### config.mk
export PLATFORM = sky130hd
export DESIGN_NAME = spi_slave_byte
export DESIGN_NICKNAME = d
export VERILOG_FILES = /design/src/rtl/spi_slave_byte.sv
export SDC_FILE = /design/constraint.sdc
export NUM_CORES = 1
export LEC_CHECK = 0
export ABC_AREA = 1
export ABC_CLOCK_PERIOD_IN_PS = 3750
export BUFFER_PORTS_ARGS = -buffer_cell sky130_fd_sc_hd__buf_2
export CAP_MARGIN = 20
export CORE_MARGIN = 2
export CORE_UTILIZATION = 45
export CTS_CLUSTER_SIZE = 28
export DETAILED_ROUTE_END_ITERATION = 8
export GPL_ROUTABILITY_DRIVEN = 0
export PLACE_DENSITY_LB_ADDON = 0.15
export SETUP_SLACK_MARGIN = 0.2
export SYNTH_ARGS = -nofsm -noshare
export SYNTH_HDL_FRONTEND = slang
export SYNTH_SLANG_ARGS = --single-unit
export TNS_END_PERCENT = 10
### constraint.sdc
create_clock -name clk -period 3.75 [get_ports clk]
set_input_delay 0.375 -clock clk [delete_from_list [all_inputs] [get_ports clk]]
set_output_delay 0.375 -clock clk [all_outputs]
set_load 0.01 [all_outputs]
### src/rtl/spi_slave_byte.sv
// ---------------------------------------------------------------------------
// spi_slave_byte
//
// Byte-oriented SPI responder (peripheral side), MSB first, all four
// CPOL/CPHA modes. CS, SCK and MOSI are oversampled on clk through 2-flop
// synchronizers. A third register on CS and SCK provides edge detection.
// Each received byte is delivered on a one-cycle rx_valid strobe. Outgoing
// bytes come from a one-deep holding register that is loaded through a
// tx_valid/tx_ready handshake. When the holding register is empty at a
// byte boundary, DEFAULT_TX is shifted out instead.
//
// Optional feature macro: SPI_SLAVE_STATUS_EN
//   Defined:   adds the sticky tx_underrun / frame_abort flags and the
//              status_clr input.
//   Undefined: those ports are absent. An underrun still sends DEFAULT_TX.
//
// Timing with a pin edge at cycle 0:
//   - Synchronized level is visible after clk edge 2.
//   - The edge pulse is high during cycle 3.
//   - The action registers at clk edge 3, so miso or rx_valid is seen in
//     cycle 4.
// ---------------------------------------------------------------------------
module spi_slave_byte #(
  parameter logic [7:0] DEFAULT_TX = 8'hFF
) (
  input  logic       clk,
  input  logic       rst,
  input  logic [1:0] mode,
  input  logic       cs_n,
  input  logic       sck,
  input  logic       mosi,
  output logic       miso,
  output logic       miso_oe,
  input  logic [7:0] tx_data,
  input  logic       tx_valid,
  output logic       tx_ready,
  output logic [7:0] rx_data,
  output logic       rx_valid,
  output logic       busy
`ifdef SPI_SLAVE_STATUS_EN
  ,
  output logic       tx_underrun,
  output logic       frame_abort,
  input  logic       status_clr
`endif
);

  typedef enum logic [1:0] {
    ST_IDLE,
    ST_LOAD,
    ST_SHIFT
  } state_t;

  state_t state, state_nxt;

  // Synchronizer pipes:
  //   [0] and [1] form the 2-flop synchronizer.
  //   [2] is the delayed copy used for edge detection.
  logic [2:0] cs_pipe;
  logic [2:0] sck_pipe;
  logic [1:0] mosi_pipe;

  logic       cs_fall, cs_rise;
  logic       sck_rise, sck_fall;
  logic       sample_edge, shift_edge;
  logic       mosi_s;

  logic [1:0] mode_q;            // {CPOL, CPHA} frozen for the frame
  logic [2:0] bit_cnt;           // samples taken in the current byte
  logic       byte_done;         // 8th sample seen, reload not yet done
  logic [6:0] rx_shift;          // first seven bits of the byte being received
  logic [7:0] shifter;           // shifter[7] is the bit currently on miso
  logic [7:0] hold_data;
  logic       hold_full;
  logic       hold_full_nxt;

  logic       reload;            // shifter takes the next byte this cycle
  logic       shift_bit;         // drive the next bit of the current byte
  logic       sample;            // capture mosi this cycle
  logic       tx_load;           // handshake completes this cycle
  logic       take;              // reload consumes the holding register
  logic [7:0] reload_byte;

  // Shift the asynchronous pins through the synchronizer and edge registers.
  // NOTE: sequential state uses non-blocking (<=) so every flop samples
  // pre-edge values; blocking here would collapse the synchronizer stages.
  always_ff @(posedge clk) begin
    if (rst) begin
      cs_pipe   <= 3'b111;
      sck_pipe  <= 3'b000;
      mosi_pipe <= 2'b00;
    end else begin
      cs_pipe   <= {cs_pipe[1:0], cs_n};
      sck_pipe  <= {sck_pipe[1:0], sck};
      mosi_pipe <= {mosi_pipe[0], mosi};
    end
  end

  assign cs_fall  = !cs_pipe[1] &&  cs_pipe[2];
  assign cs_rise  =  cs_pipe[1] && !cs_pipe[2];
  assign sck_rise =  sck_pipe[1] && !sck_pipe[2];
  assign sck_fall = !sck_pipe[1] &&  sck_pipe[2];
  assign mosi_s   = mosi_pipe[1];

  // Sample on the rising edge when CPOL == CPHA, else on the falling edge.
  // The shift edge is always the opposite edge.
  assign sample_edge = (mode_q[1] == mode_q[0]) ? sck_rise : sck_fall;
  assign shift_edge  = (mode_q[1] == mode_q[0]) ? sck_fall : sck_rise;

  // busy follows the synchronized chip select. It falls back together
  // with the return to IDLE.
  assign busy = !cs_pipe[2];

  // Advance the frame state register.
  always_ff @(posedge clk) begin
    if (rst) state <= ST_IDLE;
    else     state <= state_nxt;
  end

  // Decide the next state and the per-cycle datapath strobes.
  // NOTE: every variable gets a default before the case so no path leaves
  // it unassigned; otherwise synthesis would infer a latch.
  always_comb begin
    state_nxt = state;
    reload    = 1'b0;
    shift_bit = 1'b0;
    sample    = 1'b0;
    unique case (state)
      ST_IDLE: begin
        if (cs_fall) state_nxt = ST_LOAD;
      end
      ST_LOAD: begin
        reload    = 1'b1;
        state_nxt = ST_SHIFT;
      end
      ST_SHIFT: begin
        sample = sample_edge;
        if (shift_edge) begin
          if (byte_done) begin
            // Byte boundary: the next byte goes out from its bit 7.
            reload = 1'b1;
          end else if (!(mode_q[0] && bit_cnt == 3'd0)) begin
            // With CPHA=1, the first shift edge of a byte re-drives bit 7,
            // which is already on miso.
            shift_bit = 1'b1;
          end
        end
      end
      default: state_nxt = ST_IDLE;
    endcase
    // Deselect ends the frame from any state and drops the partial byte.
    if (cs_rise) begin
      state_nxt = ST_IDLE;
      reload    = 1'b0;
      shift_bit = 1'b0;
      sample    = 1'b0;
    end
  end

  // Holding register bookkeeping.
  // A load is only accepted when the register is empty, so a load and a
  // take never overlap. A same-cycle load therefore lands after the reload
  // has already taken DEFAULT_TX.
  assign tx_load     = tx_valid && tx_ready;
  assign take        = reload && hold_full;
  assign reload_byte = hold_full ? hold_data : DEFAULT_TX;

  always_comb begin
    hold_full_nxt = hold_full;
    if (tx_load)   hold_full_nxt = 1'b1;
    else if (take) hold_full_nxt = 1'b0;
  end

  // Track holding-register occupancy and publish tx_ready as a register.
  always_ff @(posedge clk) begin
    if (rst) begin
      hold_full <= 1'b0;
      tx_ready  <= 1'b1;
    end else begin
      hold_full <= hold_full_nxt;
      tx_ready  <= !hold_full_nxt;
    end
  end

  // Data-only registers: capture the loaded byte and run the transmit
  // shifter.
  // NOTE: these registers carry no reset. The hold_full flag and the FSM
  // decide when their contents are used, so resetting them would only add
  // reset fan-out.
  always_ff @(posedge clk) begin
    if (tx_load) hold_data <= tx_data;
    if (reload)         shifter <= reload_byte;
    else if (shift_bit) shifter <= {shifter[6:0], 1'b0};
  end

  // Receive path, bit counter, miso drive and the per-frame mode latch.
  always_ff @(posedge clk) begin
    if (rst) begin
      mode_q    <= 2'b00;
      bit_cnt   <= 3'd0;
      byte_done <= 1'b0;
      rx_shift  <= 7'd0;
      rx_data   <= 8'h00;
      rx_valid  <= 1'b0;
      miso      <= 1'b1;
      miso_oe   <= 1'b0;
    end else begin
      rx_valid <= 1'b0;
      if (state == ST_IDLE && cs_fall) mode_q <= mode;
      if (state_nxt == ST_IDLE) begin
        bit_cnt   <= 3'd0;
        byte_done <= 1'b0;
        miso      <= 1'b1;
        miso_oe   <= 1'b0;
      end else begin
        if (sample) begin
          rx_shift <= {rx_shift[5:0], mosi_s};
          bit_cnt  <= bit_cnt + 3'd1;  // wraps 7 -> 0 at the byte boundary
          if (bit_cnt == 3'd7) begin
            rx_data   <= {rx_shift, mosi_s};
            rx_valid  <= 1'b1;
            byte_done <= 1'b1;
          end
        end
        if (reload) begin
          miso      <= reload_byte[7];
          miso_oe   <= 1'b1;
          byte_done <= 1'b0;
        end else if (shift_bit) begin
          miso <= shifter[6];
        end
      end
    end
  end

`ifdef SPI_SLAVE_STATUS_EN
  // Sticky status flags. A clear wins over a set in the same cycle.
  always_ff @(posedge clk) begin
    if (rst || status_clr) begin
      tx_underrun <= 1'b0;
      frame_abort <= 1'b0;
    end else begin
      if (reload && !hold_full) tx_underrun <= 1'b1;
      if (cs_rise && state == ST_SHIFT && bit_cnt != 3'd0) frame_abort <= 1'b1;
    end
  end
`endif

endmodule

==> results by group <==
Outcome
  • Outcome: finished, final reports clean

Synthesis
  • Share of the synthesized area in the top cell type: about 34%
  • Leading cell types by total area after synthesis: sky130_fd_sc_hd__dfxtp_1 34%, sky130_fd_sc_hd__edfxtp_1 21%, sky130_fd_sc_hd__nand2_1 9.6%, sky130_fd_sc_hd__nor2_1 6.2%, sky130_fd_sc_hd__inv_1 5.9%
  • Ranking of synthesized cells by instance count: 54 x sky130_fd_sc_hd__nand2_1, 36 x sky130_fd_sc_hd__dfxtp_1, 35 x sky130_fd_sc_hd__nor2_1
  • Syn nets: 271
  • Cell taking the most area after synthesis: sky130_fd_sc_hd__dfxtp_1
  • Most frequent cell after synthesis: sky130_fd_sc_hd__nand2_1
  • Proportion of synthesized chip area in sequential cells: 55.5%
  • Number of warnings printed during yosys synthesis: 0
  • Most instantiated flip-flop cell in the synthesis netlist: sky130_fd_sc_hd__dfxtp_1
  • Post-synthesis instance area: 2110 µm²
  • Cell variety after synth: 24
  • EDFF count, synth: 15
  • Register bit count reported by yosys: 51
  • Syn avg cell area: 8.52 µm²
  • Post-Synthesis Cells: 248
  • Share of flip-flops with an asynchronous set or reset: 0%

Drt
  • Count of routing violations after the opening detailed-route iteration: 70
  • Number of nets still failing antenna checks after routing: 0
  • Vias per cell: roughly 4.6
  • Post-route DRC: 0
  • Average wire per cell in the routed design: 10.5 µm
  • Total number of vias: 1527
  • Total routed wirelength: 3.49 mm
  • First-pass detailed-route iteration total: 4

Critical path
  • Required time at the endpoint of the critical path: 3.73 ns
  • Source of the worst register-to-register timing path: state[0]
  • Worst path arrival time: 1.89 ns
  • Worst R2R End: shifter[0]
  • Critical path endpoint category: register
  • Type of the setup path with the least slack: register to register
  • Critical path startpoint category: register
  • Reg2Reg Depth: 6
  • CP max FO: 19
  • Setup slack on the worst flop-to-flop path: around 1.8 ns

GRT
  • Antenna violations before repair: 0
  • Wire length of the first global-routing pass: 6.11 mm
  • Via count of the first global-routing pass: 1401
  • Total global-route track usage: 15.2%
  • Pin count of the biggest net entering global routing: 27
  • Overall overflow remaining after global route: 0

STA
  • Max-slew violation count: 0
  • Slew at the pin closest to its max-slew limit: around 0.67 ns
  • Final setup fails: 0
  • Post-route setup TNS: 0 ns
  • Fin Clk Skew: 0.00289 ns
  • Minimum clock period after layout: ~1.9 ns
  • Fraction of the cycle the final worst path needs: about half
  • Post-layout worst setup margin: 1.84 ns
  • Max-Slew Margin vs Limit: 55.3%
  • Number of failing hold endpoints at the final stage: 0
  • Max frequency: 524 MHz
  • RSZ-0062 raised after global routing: no

Power and ir drop
  • Peak VDD IR: 0.209 mV
  • Leak: 1.09 nW
  • Pwr/cell area: 439 nW/µm²

Die
  • Area enclosed by the die boundary: 5260 µm²
  • Placeable core area: 4440 µm²
  • Floorplan die width: 72.5 µm
  • Starting density of the core: 47.5%
  • Site row count: 24
  • DIE HEIGHT: 72.5 µm
  • Count of pins on the block boundary: 29

Final layout
  • Area used by multi-input combinational logic: roughly 770 µm²
  • Growth of design area from synthesis to finish: 14.0%
  • Reg area: between 1000 and 1500 µm²
  • Fraction of final layout cells sized beyond drive strength 1: 19.4%
  • Number of nets in the layout: 301
  • Final core utilization: 54.2%
  • Diodes inserted: 0
  • Post-route insts no fill: around 330
  • Filler Cell Count: 414

Worst hold path
  • Hold Crit Start: tx_data[1]
  • Worst Hold End: hold_data[1]
  • Hold Crit Class: input port to register
  • Hold path cells: 1

Clock tree
  • Total CTS buffers: 5
  • Root buffer selected by CTS: sky130_fd_sc_hd__clkbuf_8
  • Maximum count of clock buffers along a single path: 2
  • Worst-path clk slew: ~0.09 ns
  • CTS tree: yes
  • Htree depth: 2
  • Post-CTS setup buffers: 0
  • # clock sinks: between 50 and 60
  • Count of hold buffers inserted by post-cts repair: 0
  • Clock network latency to the later pin of the worst-skew pair: approximately 0.3 ns
  • Count of instances resized after the clock tree is built: 0

Flow run
  • Count of maximum capacitance violations: 0

Placed design
  • Quantity of I/O buffers inserted on ports: 28
  • DP Cell Count: 323
  • DP Wirelength: 2.50 mm
  • Setup slack after placement: 1.82 ns
==> through the flow <==
| step | instance area (µm²) | total power [W] | hold WS [ns] |
|---|---|---|---|
| 6_report | 2410 | 0.00106 | 0.242 |
| 5_1_grt | 2410 | 0.00110 | 0.225 |
| 3_5_place_dp | 2290 | 0.000678 | 0.396 |
| 4_1_cts | 2410 | 0.00107 | 0.229 |
| 2_1_floorplan | 2110 | 0.000656 | 0.388 |
| 3_3_place_gp | 2290 | 0.000676 | 0.395 |
==> cells by family (layout without fill, tap and decap cells) <==
group                    count (synthesis)  after routing  synth area share [%]
AO/OA/AOI/OAI                           22             22                  5.86
buffers and inverters                   42             73                  7.88
flip-flops                              51             51                  55.5
AND/OR/NAND/NOR                        126            126                  26.7
adder cells (fa/ha/maj)                  7              7                  4.15
==> state kept, by name, summed over array words and instances (netlist names), 2 cells and up <==
| signal | flops |
|---|---|
| hold_data | 8 |
| rx_data | 8 |
| rx_shift | 7 |
| shifter | 7 |
| bit_cnt | 3 |
| cs_pipe | 3 |
| sck_pipe | 3 |
| mode_q | 2 |
| mosi_pipe | 2 |
| state | 2 |
==> power by group <==
part | switching [W] | total (W) | leakage [nW] | internal [W]
clock network | 0.000178 | 0.000394 | 0.0612 | 0.000216
logic | 0.0000493 | 0.0000746 | 0.592 | 0.0000253
registers | 0.00000670 | 0.000589 | 0.434 | 0.000582
==> how the worst max path moves through the flow <==
stage	from	end	slack [ns]	cells after the start
2_1_floorplan	state[0]	shifter[0]	2.00	7
3_3_place_gp	state[0]	shifter[2]	1.91	6
3_5_place_dp	state[0]	shifter[2]	1.82	6
4_1_cts	state[0]	shifter[0]	1.81	6
5_1_grt	state[0]	shifter[0]	1.68	6
6_report	state[0]	shifter[0]	1.84	6
==> layout make-up <==
class / instances / area share (%)
Clock buffer: 6 / 3.43
Clock inverter: 2 / 1.46
Inverter: 37 / 5.77
Multi-Input combinational cell: 155 / 32.2
Sequential cell: 51 / 48.6
Tap cell: 52 / 2.70
Timing Repair Buffer: 28 / 5.82
==> layer usage <==
metal / vias up / global-route usage (%) / wire length, µm
met3: 7 / 4.17 / 129
met5: - / 0 / 0
li1: 832 / - / -
met2: 22 / 23.5 / 1510
met1: 666 / 19.6 / 1780
met4: 0 / 7.41 / 74
==> critical path: stages, from the launching register on <==
cell                      delay, ns
sky130_fd_sc_hd__dfxtp_1       0.39
sky130_fd_sc_hd__inv_1         0.08
sky130_fd_sc_hd__ha_1          0.29
sky130_fd_sc_hd__inv_1         0.04
sky130_fd_sc_hd__nor2_2        0.22
sky130_fd_sc_hd__nand2_2       0.25
sky130_fd_sc_hd__nand2_1       0.32
==> placed cells by master (no fill, tap or decap), drive strengths merged, types with 2 or more instances in the layout <==
cell type  instances
a21oi              8
buf               28
clkbuf             6
clkinv             2
dfxtp             36
edfxtp            15
ha                 7
inv               36
nand2             57
nand3             24
nor2              42
o21ai             13
or2                2
(Power assumes the default switching activity.)
